$ cat config.mk
export PLATFORM = sky130hd
export DESIGN_NAME = regfile_writeback_arbiter
export DESIGN_NICKNAME = d
export VERILOG_FILES = /design/src/rtl/wb_pkg.sv /design/src/rtl/wb_fifo.sv /design/src/rtl/regfile_writeback_arbiter.sv
export SDC_FILE = /design/constraint.sdc
export NUM_CORES = 1
export LEC_CHECK = 0
export ABC_CLOCK_PERIOD_IN_PS = 3800
export BUFFER_PORTS_ARGS = -buffer_cell sky130_fd_sc_hd__clkbuf_2
export CORE_ASPECT_RATIO = 0.5
export CORE_MARGIN = 3
export CORE_UTILIZATION = 55
export CTS_CLUSTER_DIAMETER = 40
export DETAILED_ROUTE_END_ITERATION = 10
export PLACE_DENSITY = 0.79
export SETUP_SLACK_MARGIN = 0.05
export SYNTH_ARGS = -nofsm -noshare
export SYNTH_HDL_FRONTEND = slang
export SYNTH_SLANG_ARGS = --single-unit
$ cat constraint.sdc
create_clock -name clk -period 3.8 [get_ports clk]
set_input_delay 0.38 -clock clk [delete_from_list [all_inputs] [get_ports clk]]
set_output_delay 0.38 -clock clk [all_outputs]
set_load 0.02 [all_outputs]
$ cat src/rtl/wb_pkg.sv
// Shared types for the register-file writeback arbiter: queue entry, FSM states and a
// destination-to-mask helper. Used by wb_fifo and regfile_writeback_arbiter.
package wb_pkg;

    localparam int REG_COUNT = 32;
    localparam int WB_ADDR_W = 5;
    localparam int WB_DATA_W = 64;

    typedef struct packed {
        logic [WB_ADDR_W-1:0] addr;
        logic [WB_DATA_W-1:0] data;
    } wb_entry_t;

    typedef enum logic [1:0] {
        WB_IDLE  = 2'd0,
        WB_WRITE = 2'd1,
        WB_ACK   = 2'd2
    } wb_state_e;

    function automatic logic [REG_COUNT-1:0] reg_onehot(input logic [WB_ADDR_W-1:0] addr);
        logic [REG_COUNT-1:0] mask;
        mask = {REG_COUNT{1'b0}};
        mask[addr] = 1'b1;
        return mask;
    endfunction

endpackage

$ cat src/rtl/wb_fifo.sv
// In-order writeback queue of wb_entry_t. Exposes the raw entry array, per-slot valid bits and
// the read pointer so the owner can build the busy mask and age-ordered searches.
module wb_fifo
    import wb_pkg::*;
#(
    parameter int DEPTH = 4
) (
    input  logic                     clk,
    input  logic                     reset,
    input  logic                     push,
    input  wb_entry_t                push_entry,
    input  logic                     pop,
    output logic                     full,
    output logic                     empty,
    output wb_entry_t [DEPTH-1:0]    entries,
    output logic [DEPTH-1:0]         valid,
    output logic [$clog2(DEPTH)-1:0] rd_ptr
);

    localparam int PTR_W = $clog2(DEPTH);
    localparam int CNT_W = PTR_W + 1;

    logic [PTR_W-1:0]      wr_ptr_r;
    logic [PTR_W-1:0]      rd_ptr_r;
    logic [CNT_W-1:0]      count_r;
    logic [DEPTH-1:0]      valid_r;
    wb_entry_t [DEPTH-1:0] mem_r;
    logic                  push_ok_s;
    logic                  pop_ok_s;

    assign full      = (count_r == CNT_W'(DEPTH));
    assign empty     = (count_r == {CNT_W{1'b0}});
    assign push_ok_s = push && !full;
    assign pop_ok_s  = pop && !empty;

    // Pointer and occupancy bookkeeping; pointers wrap naturally at DEPTH.
    always_ff @(posedge clk) begin
        if (reset) begin
            wr_ptr_r <= {PTR_W{1'b0}};
            rd_ptr_r <= {PTR_W{1'b0}};
            count_r  <= {CNT_W{1'b0}};
        end else begin
            if (push_ok_s) begin
                wr_ptr_r <= wr_ptr_r + PTR_W'(1);
            end
            if (pop_ok_s) begin
                rd_ptr_r <= rd_ptr_r + PTR_W'(1);
            end
            case ({push_ok_s, pop_ok_s})
                2'b10:   count_r <= count_r + CNT_W'(1);
                2'b01:   count_r <= count_r - CNT_W'(1);
                default: count_r <= count_r;
            endcase
        end
    end

    // Per-slot valid bits; push and pop never target the same slot in one cycle.
    always_ff @(posedge clk) begin
        if (reset) begin
            valid_r <= {DEPTH{1'b0}};
        end else begin
            for (int i = 0; i < DEPTH; i++) begin
                if (push_ok_s && (wr_ptr_r == PTR_W'(i))) begin
                    valid_r[i] <= 1'b1;
                end else if (pop_ok_s && (rd_ptr_r == PTR_W'(i))) begin
                    valid_r[i] <= 1'b0;
                end
            end
        end
    end

    // Entry storage; contents are only meaningful where the valid bit is set.
    always_ff @(posedge clk) begin
        if (push_ok_s) begin
            mem_r[wr_ptr_r] <= push_entry;
        end
    end

    assign entries = mem_r;
    assign valid   = valid_r;
    assign rd_ptr  = rd_ptr_r;

endmodule

$ cat src/rtl/regfile_writeback_arbiter.sv
// Writeback master for the 32x64 register file: arbitrates load/ALU results into wb_fifo and
// retires them one at a time. Optional bypass search ports are enabled by defining WB_BYPASS_EN.
module regfile_writeback_arbiter
    import wb_pkg::*;
#(
    parameter int ADDR_WIDTH = 5,
    parameter int DATA_WIDTH = 64,
    parameter int DEPTH      = 4
) (
    input  logic                  clk,
    input  logic                  reset,
    input  logic                  mem_valid,
    output logic                  mem_ready,
    input  logic [ADDR_WIDTH-1:0] mem_addr,
    input  logic [DATA_WIDTH-1:0] mem_data,
    input  logic                  alu_valid,
    output logic                  alu_ready,
    input  logic [ADDR_WIDTH-1:0] alu_addr,
    input  logic [DATA_WIDTH-1:0] alu_data,
    output logic                  rf_write_enable,
    output logic [ADDR_WIDTH-1:0] rf_write_addr,
    output logic [DATA_WIDTH-1:0] rf_write_data,
    input  logic                  rf_write_complete,
    output logic [31:0]           busy_mask,
    output logic                  idle
`ifdef WB_BYPASS_EN
    ,
    input  logic [ADDR_WIDTH-1:0] byp_addr1,
    input  logic [ADDR_WIDTH-1:0] byp_addr2,
    output logic                  byp_hit1,
    output logic                  byp_hit2,
    output logic [DATA_WIDTH-1:0] byp_data1,
    output logic [DATA_WIDTH-1:0] byp_data2
`endif
);

    localparam int PTR_W = $clog2(DEPTH);

    wb_state_e             state_r;
    logic                  full_s;
    logic                  empty_s;
    wb_entry_t [DEPTH-1:0] entries_s;
    logic [DEPTH-1:0]      valid_s;
    logic [PTR_W-1:0]      rd_ptr_s;
    wb_entry_t             head_s;
    wb_entry_t             push_entry_s;
    logic                  push_s;
    logic                  pop_s;
    logic                  take_mem_s;
    logic                  take_alu_s;
    logic [REG_COUNT-1:0]  mask_s;

    wb_fifo #(
        .DEPTH (DEPTH)
    ) u_fifo (
        .clk        (clk),
        .reset      (reset),
        .push       (push_s),
        .push_entry (push_entry_s),
        .pop        (pop_s),
        .full       (full_s),
        .empty      (empty_s),
        .entries    (entries_s),
        .valid      (valid_s),
        .rd_ptr     (rd_ptr_s)
    );

    // Loads win over ALU results because the load is the older instruction.
    assign mem_ready = !full_s;
    assign alu_ready = !full_s && !mem_valid;
    assign head_s    = entries_s[rd_ptr_s];
    assign pop_s     = (state_r == WB_ACK) && rf_write_complete;

    // Select the accepted source; rd==0 completes the handshake but is never queued.
    always_comb begin
        take_mem_s        = mem_valid && !full_s;
        take_alu_s        = alu_valid && !full_s && !mem_valid;
        push_entry_s.addr = WB_ADDR_W'(alu_addr);
        push_entry_s.data = WB_DATA_W'(alu_data);
        push_s            = 1'b0;
        if (take_mem_s) begin
            push_entry_s.addr = WB_ADDR_W'(mem_addr);
            push_entry_s.data = WB_DATA_W'(mem_data);
            push_s            = (mem_addr != {ADDR_WIDTH{1'b0}});
        end else if (take_alu_s) begin
            push_s            = (alu_addr != {ADDR_WIDTH{1'b0}});
        end else begin
            push_s            = 1'b0;
        end
    end

    // Write FSM: one-cycle strobe of the head, then wait for the file's ack before popping.
    always_ff @(posedge clk) begin
        if (reset) begin
            state_r         <= WB_IDLE;
            rf_write_enable <= 1'b0;
            rf_write_addr   <= {ADDR_WIDTH{1'b0}};
            rf_write_data   <= {DATA_WIDTH{1'b0}};
        end else begin
            case (state_r)
                WB_IDLE: begin
                    if (!empty_s) begin
                        state_r         <= WB_WRITE;
                        rf_write_enable <= 1'b1;
                        rf_write_addr   <= ADDR_WIDTH'(head_s.addr);
                        rf_write_data   <= DATA_WIDTH'(head_s.data);
                    end else begin
                        rf_write_enable <= 1'b0;
                    end
                end
                WB_WRITE: begin
                    state_r         <= WB_ACK;
                    rf_write_enable <= 1'b0;
                end
                WB_ACK: begin
                    rf_write_enable <= 1'b0;
                    if (rf_write_complete) begin
                        state_r <= WB_IDLE;
                    end
                end
                default: begin
                    state_r         <= WB_IDLE;
                    rf_write_enable <= 1'b0;
                end
            endcase
        end
    end

    // Busy mask covers every queued entry, including the head while it is being written.
    always_comb begin
        mask_s = {REG_COUNT{1'b0}};
        for (int i = 0; i < DEPTH; i++) begin
            mask_s = mask_s | (valid_s[i] ? reg_onehot(entries_s[i].addr) : {REG_COUNT{1'b0}});
        end
        mask_s[0] = 1'b0;
    end

    assign busy_mask = mask_s;
    assign idle      = empty_s && (state_r == WB_IDLE);

`ifdef WB_BYPASS_EN
    // Walk oldest to youngest so the last match (youngest writer) wins.
    function automatic logic [DATA_WIDTH:0] byp_search(
        input logic [ADDR_WIDTH-1:0] addr,
        input wb_entry_t [DEPTH-1:0] ents,
        input logic [DEPTH-1:0]      vld,
        input logic [PTR_W-1:0]      oldest
    );
        logic [DATA_WIDTH:0] res;
        logic [PTR_W-1:0]    idx;
        logic                match;
        res = {(DATA_WIDTH+1){1'b0}};
        for (int i = 0; i < DEPTH; i++) begin
            idx   = oldest + PTR_W'(i);
            match = vld[idx] && (addr != {ADDR_WIDTH{1'b0}})
                    && (ents[idx].addr == WB_ADDR_W'(addr));
            res   = match ? {1'b1, DATA_WIDTH'(ents[idx].data)} : res;
        end
        return res;
    endfunction

    assign {byp_hit1, byp_data1} = byp_search(byp_addr1, entries_s, valid_s, rd_ptr_s);
    assign {byp_hit2, byp_data2} = byp_search(byp_addr2, entries_s, valid_s, rd_ptr_s);
`endif

endmodule

==> results.py <==
metrics = {
    "clocking": {
        "clock-sinks": 359,
        "clkTransAtPathRegs_ns": 0.06,
        "post_cts_resize_count": 0,
        "cts_setup_buffers": 0,
        "postCtsHoldBufs": 0,
        "cts_tree": "yes",
        "cts_buffers": 31,
        "clkLatencyLatePin_ns": 0.57,
        "htreeDepth": 1,
        "cts-root-buf": "clkbuf_16",
        "clock_path_buffers": 3,
    },
    "setup_path": {
        "timing_worst_setup_path_type": "register to primary output",
        "timing.rr.start": "u_fifo.count_r[0]$_SDFFE_PP0P_",
        "crit_fanout": 8,
        "arrival_ns": 2.33,
        "cp_top_family": "simple AND/OR/NAND/NOR gates",
        "cp_cell_sequence": "nand3b_1 > nor4_1 > a21oi_1 > o211ai_1 > clkbuf_2",
        "cp.required_ns": 3.42,
        "slowest_delay_ns": 0.49,
        "crit_slowest_cell": "nand3b_1",
        "cp-end-kind": "primary output",
        "startpoint": "u_fifo.entries[133]$_DFFE_PP_",
        "crit_buf_inv": 1,
        "cp-start-kind": "register",
    },
    "placement": {
        "place_area_um2": 16550,
        "post-place-cells": 1545,
        "dp_hpwl_mm": 22.67,
        "port_buffers": 246,
        "gp_congestion": 0.8581,
    },
    "global_route": {
        "grt_max_degree": 84,
        "grt_pass1_wl_mm": 54.50,
        "gr-usage-all-layers": 0.2404,
        "antenna_found_initial": 1,
        "grt_overflow": 0,
        "grt_pass1_vias": 9508,
    },
    "timing": {
        "fin_tns_setup_ns": 0,
        "hold_viol_final": 0,
        "fin_crit_ns": 2.712,
        "worst_pin_slew_ns": 1.125,
        "slew_violations": 0,
        "slew_headroom": 0.2497,
        "finClkSkew_ns": 0.01771,
        "fin_crit_sh": 0.7136,
        "rsz0062_at_grt": "false",
        "setup_violations": 0,
        "max_freq_mhz": 368.8,
    },
    "final_layout": {
        "fillerInstances": 1831,
        "utilization": 0.6564,
        "drive_gt1_frac": 0.3733,
        "area_growth_pct": 16.20,
        "finalNetCount": 1379,
        "final_area_um2": 17520,
        "stdcell_count": 1604,
    },
    "floorplanning": {
        "core_area_um2": 26700,
        "die_h_um": 123.1,
        "start_util": 0.5649,
        "row_count": 42,
        "ios": 248,
        "dieArea_um2": 29560,
        "die_w_um": 240.2,
    },
    "logic_synthesis": {
        "synth.net_count": 1150,
        "synth_area_per_cell_um2": 15.12,
        "synth_top_area_frac": 0.5496,
        "netlist_area_um2": 15080,
        "ys_seq_area_frac": 0.6598,
        "yosys.cell_types.count": 48,
        "yosys-top-cells-area": "edfxtp_1 55%, dfxtp_1 11%, mux4_2 10%, mux2_2 4.4%, nand2_1 3.7%",
        "syn_inst": 997,
        "ys_ff_latch": 359,
        "yosys.area.top_type": "edfxtp_1",
        "ys_warn_count": 0,
        "ys_async_sr_fraction": 0,
        "ys.flop_type": "edfxtp_1",
        "synth-edff-count": 276,
    },
    "drt": {
        "wl_mm": 35.83,
        "m1WireLength_mm": 14.20,
        "drc": 0,
        "initialDrtViolationCount": 853,
        "drtAntennaViolNets": 0,
        "wl_per_cell_um": 22.34,
        "routed-wl-met2_mm": 18.76,
        "dr_wl_met3_mm": 2.064,
        "vias_per_cell": 5.974,
        "drt_first_pass_iters": 7,
        "highest_layer": "met4",
        "num_vias": 9582,
    },
    "power": {
        "cellLeakagePower_nw": 6.348,
        "powerDensity_nw_per_um2": 555.5,
        "vdd_drop_max_v": 0.0003572,
    },
    "outcome": {
        "status": "finished, final reports clean",
    },
    "run": {
        "timing.max_cap.violations": 0,
    },
    "hold_path": {
        "min_path_type": "input pin to register",
        "worstHoldStart": "mem_data[58]",
    },
}
[synthesized netlist by cell type, drive strengths merged (11+ instances only)]
library cell  count
edfxtp          276
a221o            11
buf              29
nand2           151
dfxtp            83
nand3            12
inv              26
clkbuf           35
o22ai            11
o221ai           16
nand3b           11
nor2             26
a21oi            88
mux2             69
mux4             69
[kinds of logic (layout without fill, tap and decap cells)]
kind of cell	Yosys count	after routing	synth area share
muxes	139	139	0.1577
buffers and inverters	90	344	0.03194
and+or+nand+nor	247	247	0.07883
AOI/OAI and AO/OA	148	148	0.06090
adders and majority gates	10	10	0.008795
DFF	359	359	0.6598
xor gates and xnor gates	3	3	0.001743
other	1	2	0.0002487
[where the power goes]
group	leakage [nW]	internal [mW]	total (mW)	switching (mW)
combinational	2.63	0.613	1.74	1.13
clock	0.472	1.63	3.03	1.40
sequential	3.24	4.74	4.97	0.231
total	6.35	6.97	9.73	2.76
[worst reg2reg max path, delay by kind of cell (launching register included)]
kind | cells | cell delay [ns]
buf+inv | 2 | 0.86
compound gates | 1 | 0.58
flops | 1 | 0.47
simple gates | 2 | 0.33
[layout make-up]
class	count	area (um^2)	share of cell area
Inverter	26	101.3	0.005784
Tap cell	352	440.4	0.02514
Multi-Input combinational cell	548	4649	0.2654
Clock buffer	44	834.6	0.04763
Timing Repair Buffer	260	1401	0.07998
Clock inverter	14	135.1	0.007712
Antenna cell	1	2.502	0.0001428
Sequential cell	359	9957	0.5683
[final timing paths]
kind                            cells after the start                              to  slack [ns]
worst max-delay path                                5                    busy_mask[2]        1.09
worst min-delay path                                2   u_fifo.entries[127]$_DFFE_PP_        0.15
worst max register to register                      5    u_fifo.entries[80]$_DFFE_PP_        1.22
worst min register to register                      2  rf_write_data[53]$_SDFFE_PP0P_        0.45
[flip-flops by register name, indices dropped and copies added (netlist names)]
name             cells
u_fifo.valid         4
u_fifo.entries     276
u_fifo.wr_ptr_r      2
rf_write_enable      1
rf_write_addr        5
u_fifo.rd_ptr        2
u_fifo.count_r       3
state_r              2
rf_write_data       64
[stage by stage]
step	power (mW)	hold slack (ns)	worst slack, ns
global route	10.11	0.1423	1.024
finish	9.734	0.1520	1.088
detailed placement	6.788	0.4477	1.042
CTS	9.794	0.1323	1.140
global placement	6.705	0.4412	1.134
floorplan	6.178	0.4795	0.9177
[routing by layer]
layer | GRT usage | vias to the layer above
li1 | - | 4270
met1 | 0.3179 | 4875
met2 | 0.4219 | 381
met3 | 0.03766 | 56
met4 | 0.06597 | 0
met5 | 0 | -
[cells in the final DEF, fill, tap and decap left out, types with 11 or more instances in the layout]
cell type / netlist / routed
nand2_1: 150 / 150
clkbuf_2: 0 / 245
nor2_1: 26 / 26
mux4_2: 69 / 69
nand3b_1: 11 / 11
a21oi_1: 88 / 88
dfxtp_1: 83 / 81
a221o_1: 11 / 11
o221ai_1: 16 / 16
nand3_1: 12 / 12
o22ai_1: 11 / 11
mux2_2: 59 / 59
clkbuf_16: 0 / 31
edfxtp_1: 276 / 276
clkbuf_1: 35 / 12
inv_1: 25 / 21
Power figures use the tool's default switching activity.
